### src/rtl/svc_axil_pkg.sv
// Shared AXI-Lite command manager types: transaction FSM states and response codes.
package svc_axil_pkg;

  typedef enum logic [2:0] {
    IDLE,
    WR_REQ,
    WAIT_B,
    RD_REQ,
    WAIT_R,
    RSP
  } axil_state_e;

  localparam logic [1:0] AXIL_RESP_OKAY   = 2'b00;
  localparam logic [1:0] AXIL_RESP_SLVERR = 2'b10;
  localparam logic [1:0] AXIL_RESP_DECERR = 2'b11;

endpackage

### src/rtl/axil_cmd_mgr.sv
// AXI-Lite manager: converts single-beat register commands into AXI-Lite write or read
// transactions, one outstanding at a time, and returns the response on a valid/ready port.
module axil_cmd_mgr
  import svc_axil_pkg::*;
#(
  parameter int unsigned AXIL_ADDR_WIDTH = 8,
  parameter int unsigned AXIL_DATA_WIDTH = 32
) (
  input  logic                         clk,
  input  logic                         rst_n,

  input  logic                         cmd_valid,
  output logic                         cmd_ready,
  input  logic                         cmd_wr,
  input  logic [AXIL_ADDR_WIDTH-1:0]   cmd_addr,
  input  logic [AXIL_DATA_WIDTH-1:0]   cmd_wdata,
  input  logic [AXIL_DATA_WIDTH/8-1:0] cmd_wstrb,

  output logic                         rsp_valid,
  input  logic                         rsp_ready,
  output logic                         rsp_wr,
  output logic [AXIL_DATA_WIDTH-1:0]   rsp_rdata,
  output logic [1:0]                   rsp_resp,

  output logic [AXIL_ADDR_WIDTH-1:0]   m_axil_awaddr,
  output logic                         m_axil_awvalid,
  input  logic                         m_axil_awready,
  output logic [AXIL_DATA_WIDTH-1:0]   m_axil_wdata,
  output logic [AXIL_DATA_WIDTH/8-1:0] m_axil_wstrb,
  output logic                         m_axil_wvalid,
  input  logic                         m_axil_wready,
  input  logic                         m_axil_bvalid,
  input  logic [1:0]                   m_axil_bresp,
  output logic                         m_axil_bready,
  output logic [AXIL_ADDR_WIDTH-1:0]   m_axil_araddr,
  output logic                         m_axil_arvalid,
  input  logic                         m_axil_arready,
  input  logic                         m_axil_rvalid,
  input  logic [AXIL_DATA_WIDTH-1:0]   m_axil_rdata,
  input  logic [1:0]                   m_axil_rresp,
  output logic                         m_axil_rready
);

  axil_state_e state_q, state_d;

  logic                         aw_pend_q, w_pend_q;
  logic [AXIL_ADDR_WIDTH-1:0]   addr_q;
  logic [AXIL_DATA_WIDTH-1:0]   wdata_q;
  logic [AXIL_DATA_WIDTH/8-1:0] wstrb_q;
  logic                         cmd_hs;
  logic                         aw_done, w_done;

  assign cmd_hs  = cmd_valid && (state_q == IDLE);
  // A channel counts as done if it already handshook or is handshaking this cycle.
  assign aw_done = !aw_pend_q || m_axil_awready;
  assign w_done  = !w_pend_q  || m_axil_wready;

  always_ff @(posedge clk) begin
    if (!rst_n) state_q <= IDLE;
    else        state_q <= state_d;
  end

  always_comb begin
    state_d = state_q;
    unique case (state_q)
      IDLE:    if (cmd_valid)      state_d = cmd_wr ? WR_REQ : RD_REQ;
      WR_REQ:  if (aw_done && w_done) state_d = WAIT_B;
      WAIT_B:  if (m_axil_bvalid)  state_d = RSP;
      RD_REQ:  if (m_axil_arready) state_d = WAIT_R;
      WAIT_R:  if (m_axil_rvalid)  state_d = RSP;
      RSP:     if (rsp_ready)      state_d = IDLE;
      default:                     state_d = IDLE;
    endcase
  end

  always_comb begin
    cmd_ready      = (state_q == IDLE);
    m_axil_arvalid = (state_q == RD_REQ);
    m_axil_bready  = (state_q == WAIT_B);
    m_axil_rready  = (state_q == WAIT_R);
    rsp_valid      = (state_q == RSP);
    m_axil_awvalid = aw_pend_q;
    m_axil_wvalid  = w_pend_q;
  end

  always_ff @(posedge clk) begin
    if (!rst_n) begin
      aw_pend_q <= 1'b0;
      w_pend_q  <= 1'b0;
    end else if (cmd_hs) begin
      aw_pend_q <= cmd_wr;
      w_pend_q  <= cmd_wr;
    end else begin
      if (aw_pend_q && m_axil_awready) aw_pend_q <= 1'b0;
      if (w_pend_q  && m_axil_wready)  w_pend_q  <= 1'b0;
    end
  end

  always_ff @(posedge clk) begin
    if (cmd_hs) begin
      addr_q  <= cmd_addr;
      wdata_q <= cmd_wdata;
      wstrb_q <= cmd_wstrb;
    end
    if (m_axil_bvalid && m_axil_bready) begin
      rsp_wr    <= 1'b1;
      rsp_resp  <= m_axil_bresp;
      rsp_rdata <= '0;
    end else if (m_axil_rvalid && m_axil_rready) begin
      rsp_wr    <= 1'b0;
      rsp_resp  <= m_axil_rresp;
      rsp_rdata <= m_axil_rdata;
    end
  end

  assign m_axil_awaddr = addr_q;
  assign m_axil_araddr = addr_q;
  assign m_axil_wdata  = wdata_q;
  assign m_axil_wstrb  = wstrb_q;

endmodule

### config.mk
export PLATFORM = sky130hd
export DESIGN_NAME = axil_cmd_mgr
export DESIGN_NICKNAME = d
export VERILOG_FILES = /design/src/rtl/svc_axil_pkg.sv /design/src/rtl/axil_cmd_mgr.sv
export SDC_FILE = /design/constraint.sdc
export NUM_CORES = 1
export LEC_CHECK = 0
export BUFFER_PORTS_ARGS = -buffer_cell sky130_fd_sc_hd__buf_4
export CORE_MARGIN = 5
export CORE_UTILIZATION = 42
export DETAILED_ROUTE_END_ITERATION = 12
export PLACE_DENSITY = 0.86
export SYNTH_ARGS = -nofsm -noshare
export SYNTH_HDL_FRONTEND = slang
export SYNTH_SLANG_ARGS = --single-unit
### constraint.sdc
create_clock -name clk -period 2.4 [get_ports clk]
set_input_delay 0.36 -clock clk [delete_from_list [all_inputs] [get_ports clk]]
set_output_delay 0.36 -clock clk [all_outputs]
set_load 0.02 [all_outputs]
==> results_dict.tcl <==
set metrics [dict create \
    timing.rr.start "state_q[2]$_SDFFE_PN0P_" \
    cts_setup_buffers 0 \
    die_w_um 94.2 \
    cts_resized 0 \
    synth_edf_count 46 \
    synth_top_flop_cell "edfxtp_1" \
    clock-skew-final_ns 0.0142 \
    final_cell_area_mm2 0.00458 \
    ant_nets 0 \
    vias 2433 \
    drc 0 \
    clockBufferDepth 2 \
    syn_inst 245 \
    synthAdderAreaFrac_pct 0 \
    clk_latency_ns 0.34 \
    cap_violations 0 \
    syn_nets 335 \
    r2r_slack_ns 0.60 \
    rsz0062_at_grt "no" \
    tightest_slew_ns 0.571 \
    place_area_mm2 0.00437 \
    cp-end-kind "flop" \
    netSwitchingFraction_pct 34.5 \
    viasPerCell 4.64 \
    synthMuxAreaShare_pct 2.02 \
    r2r_end "rsp_wr$_SDFFE_PP1P_" \
    peakVddDrop_uv 488 \
    grt_antenna_before_repair 0 \
    firstDrtPassIters 4 \
    hold_path_depth 1 \
    p_sw_uw 1760 \
    crit_family "simple AND/OR/NAND/NOR gates" \
    finalWorstSetupSlack_ns 0.603 \
    gp_congestion 0.821 \
    netlist.area_leader.share_pct 46.4 \
    wl_per_cell_um 16.7 \
    p_seq_share_pct 42.4 \
    slew_headroom_pct 61.8 \
    syn_area_mm2 0.00297 \
    hold_end "m_axil_wdata[4]$_DFFE_PP_" \
    pre_cts_slack_ns 0.587 \
    path_max_fanout 16 \
    area_growth_pct 54.1 \
    start_util_pct 43.5 \
    p_leak_uw 0.00202 \
    clock-root-buffer "clkbuf_8" \
    clkPwrFrac_pct 21.1 \
    synthArstFlopShare_pct 0 \
    grt_pass1_wl_um 12500 \
    yosys-top-cells-area "edfxtp_1, dfxtp_1, nand2_1" \
    drive_gt1_share_pct 48.6 \
    antenna-diode-count 0 \
    cp_data_required_time_ns 2.63 \
    combPwrFrac_pct 36.5 \
    chipHeight_um 94.2 \
    critical_path.max_stage_delay_ns 0.50 \
    grt_max_degree 45 \
    portBuffers 183 \
    period_share_pct 74.9 \
    synth_common_cells "nand2_1, edfxtp_1, dfxtp_1" \
    synth-seq-cells 84 \
    grt-ovfl-total 0 \
    avgSynthCellArea_um2 12.1 \
    rows 30 \
    yosysTopAreaCell "edfxtp_1" \
    wirelength_um 8770 \
    setup_viol 0 \
    placed_cells 508 \
    finalHoldViolations 0 \
    first_global_vias 2484 \
    hpwl_um 6850 \
    ios 184 \
    slowest_stage "dfxtp_1" \
    worst_r2r_path_depth 4 \
    ys_warn_count 0 \
    fin_setup_tns_ns 0 \
    cts_htree_levels 3 \
    worstHoldPathType "in2reg" \
    core_area_mm2 0.00683 \
    arrival_ns 2.03 \
    post-route-util_pct 67.1 \
    start_kind "flop" \
    cts_made_buffers 9 \
    grt_util_all_layers_pct 18.7 \
    intPower_uw 3340 \
    crit_type "reg2reg" \
    stdcell_count 524 \
    synth.distinct_cells 24 \
    synth-simple-area-share_pct 12.7 \
    power_density_mw_per_mm2 1110 \
    status "finished clean" \
    hold_buffers 0 \
    die_area_mm2 0.00886 \
    fin_crit_ns 1.80 \
    cts_tree "built" \
    drv_slew 0 \
    cp_cell_sequence "nor3b_2, nand2_1, buf_4, a21o_1" \
    fin_nets 513 \
    synth_compound_area_share_pct 7.57 \
    ys_seq_area_share_pct 72.0 \
    synth.most_common_cell "nand2_1" \
    synthXorXnorAreaFrac_pct 0 \
    dr.first_iter.drc_count 132 \
    synth_top_family_by_area "simple AND/OR/NAND/NOR gates" \
    fmax_mhz 556 \
    path_buf_inv 1 \
    holdCritStartpoint "cmd_wdata[4]" \
    numClockSinks 84 \
    path_clk_slew_ns 0.09 \
]
cells by family after synthesis:
family                 count (synthesis)
and+or+nand+nor                       90
muxes                                  5
buffers and inverters                 24
AOI/OAI and AO/OA                     42
DFF                                   84
stage by stage:
step	total power, uW	hold slack (ns)
CTS	5150	0.174
floorplan	3220	0.459
finish	5100	0.188
global placement	4020	0.443
detailed placement	4080	0.448
global route	5350	0.157
layer usage:
layer,track usage (%),vias up,share of wire [%]
met2,34.7,123,53
met3,6.17,14,9.4
li1,-,1181,-
met1,18.7,1115,36
met4,8.42,0,2.0
met5,0,-,0
registers in the layout, summed over array words and instances, names as in the netlist:
| name | count |
|---|---|
| rsp_rdata | 32 |
| m_axil_wdata | 32 |
| rsp_resp | 2 |
| rsp_wr | 1 |
| m_axil_wstrb | 4 |
| state_q | 3 |
| m_axil_araddr | 8 |
| m_axil_awvalid | 1 |
| m_axil_wvalid | 1 |
worst max-delay path by stage:
| stage | from | to | slack, ns | cells past startpoint |
|---|---|---|---|---|
| floorplan | state_q[0]$_SDFFE_PN0P_ | m_axil_araddr[0]$_DFFE_PP_ | 0.21 | 4 |
| global placement | state_q[2]$_SDFFE_PN0P_ | rsp_wr$_SDFFE_PP1P_ | 0.69 | 4 |
| detailed placement | state_q[2]$_SDFFE_PN0P_ | rsp_wr$_SDFFE_PP1P_ | 0.59 | 4 |
| CTS | state_q[2]$_SDFFE_PN0P_ | rsp_wr$_SDFFE_PP1P_ | 0.56 | 4 |
| global route | state_q[2]$_SDFFE_PN0P_ | rsp_rdata[3]$_SDFFE_PP0P_ | 0.42 | 5 |
| finish | state_q[2]$_SDFFE_PN0P_ | rsp_wr$_SDFFE_PP1P_ | 0.60 | 4 |
power by group through the flow:
stage / clock network, uW / registers, uW / logic (uW)
4_1_cts: 1100 / 2170 / 1880
3_5_place_dp: 0 / 2200 / 1880
3_3_place_gp: 0 / 2180 / 1840
5_1_grt: 1170 / 2210 / 1970
6_report: 1080 / 2170 / 1860
2_1_floorplan: 0 / 2590 / 637
worst reg2reg max path: stages, from the launching register on:
cell,delay [ns]
dfxtp_1,0.50
nor3b_2,0.28
nand2_1,0.39
buf_4,0.35
a21o_1,0.19
placed cells by master (no fill, tap or decap), drive strengths merged:
master / n
a21boi: 2
a21o: 2
a21oi: 35
and2: 2
and3: 2
buf: 189
bufinv: 2
clkbuf: 10
clkinv: 3
clkinvlp: 1
dfxtp: 38
edfxtp: 46
inv: 2
mux2: 2
mux2i: 3
nand2: 72
nand2b: 3
nand3: 2
nor2: 3
nor2b: 2
nor3: 2
nor3b: 1
nor4b: 1
o21ai: 1
o31ai: 2
area by class of cell:
type | instances | area, um2
inverters | 2 | 11.3
flip-flops and latches | 84 | 2140
clock inverters | 6 | 87.6
clock buffers | 10 | 128
multi-input cells | 137 | 664
well taps | 96 | 120
repair buffers | 189 | 1430
fillers | 527 | 2250
Note: power is estimated with default switching activity, not from simulation.
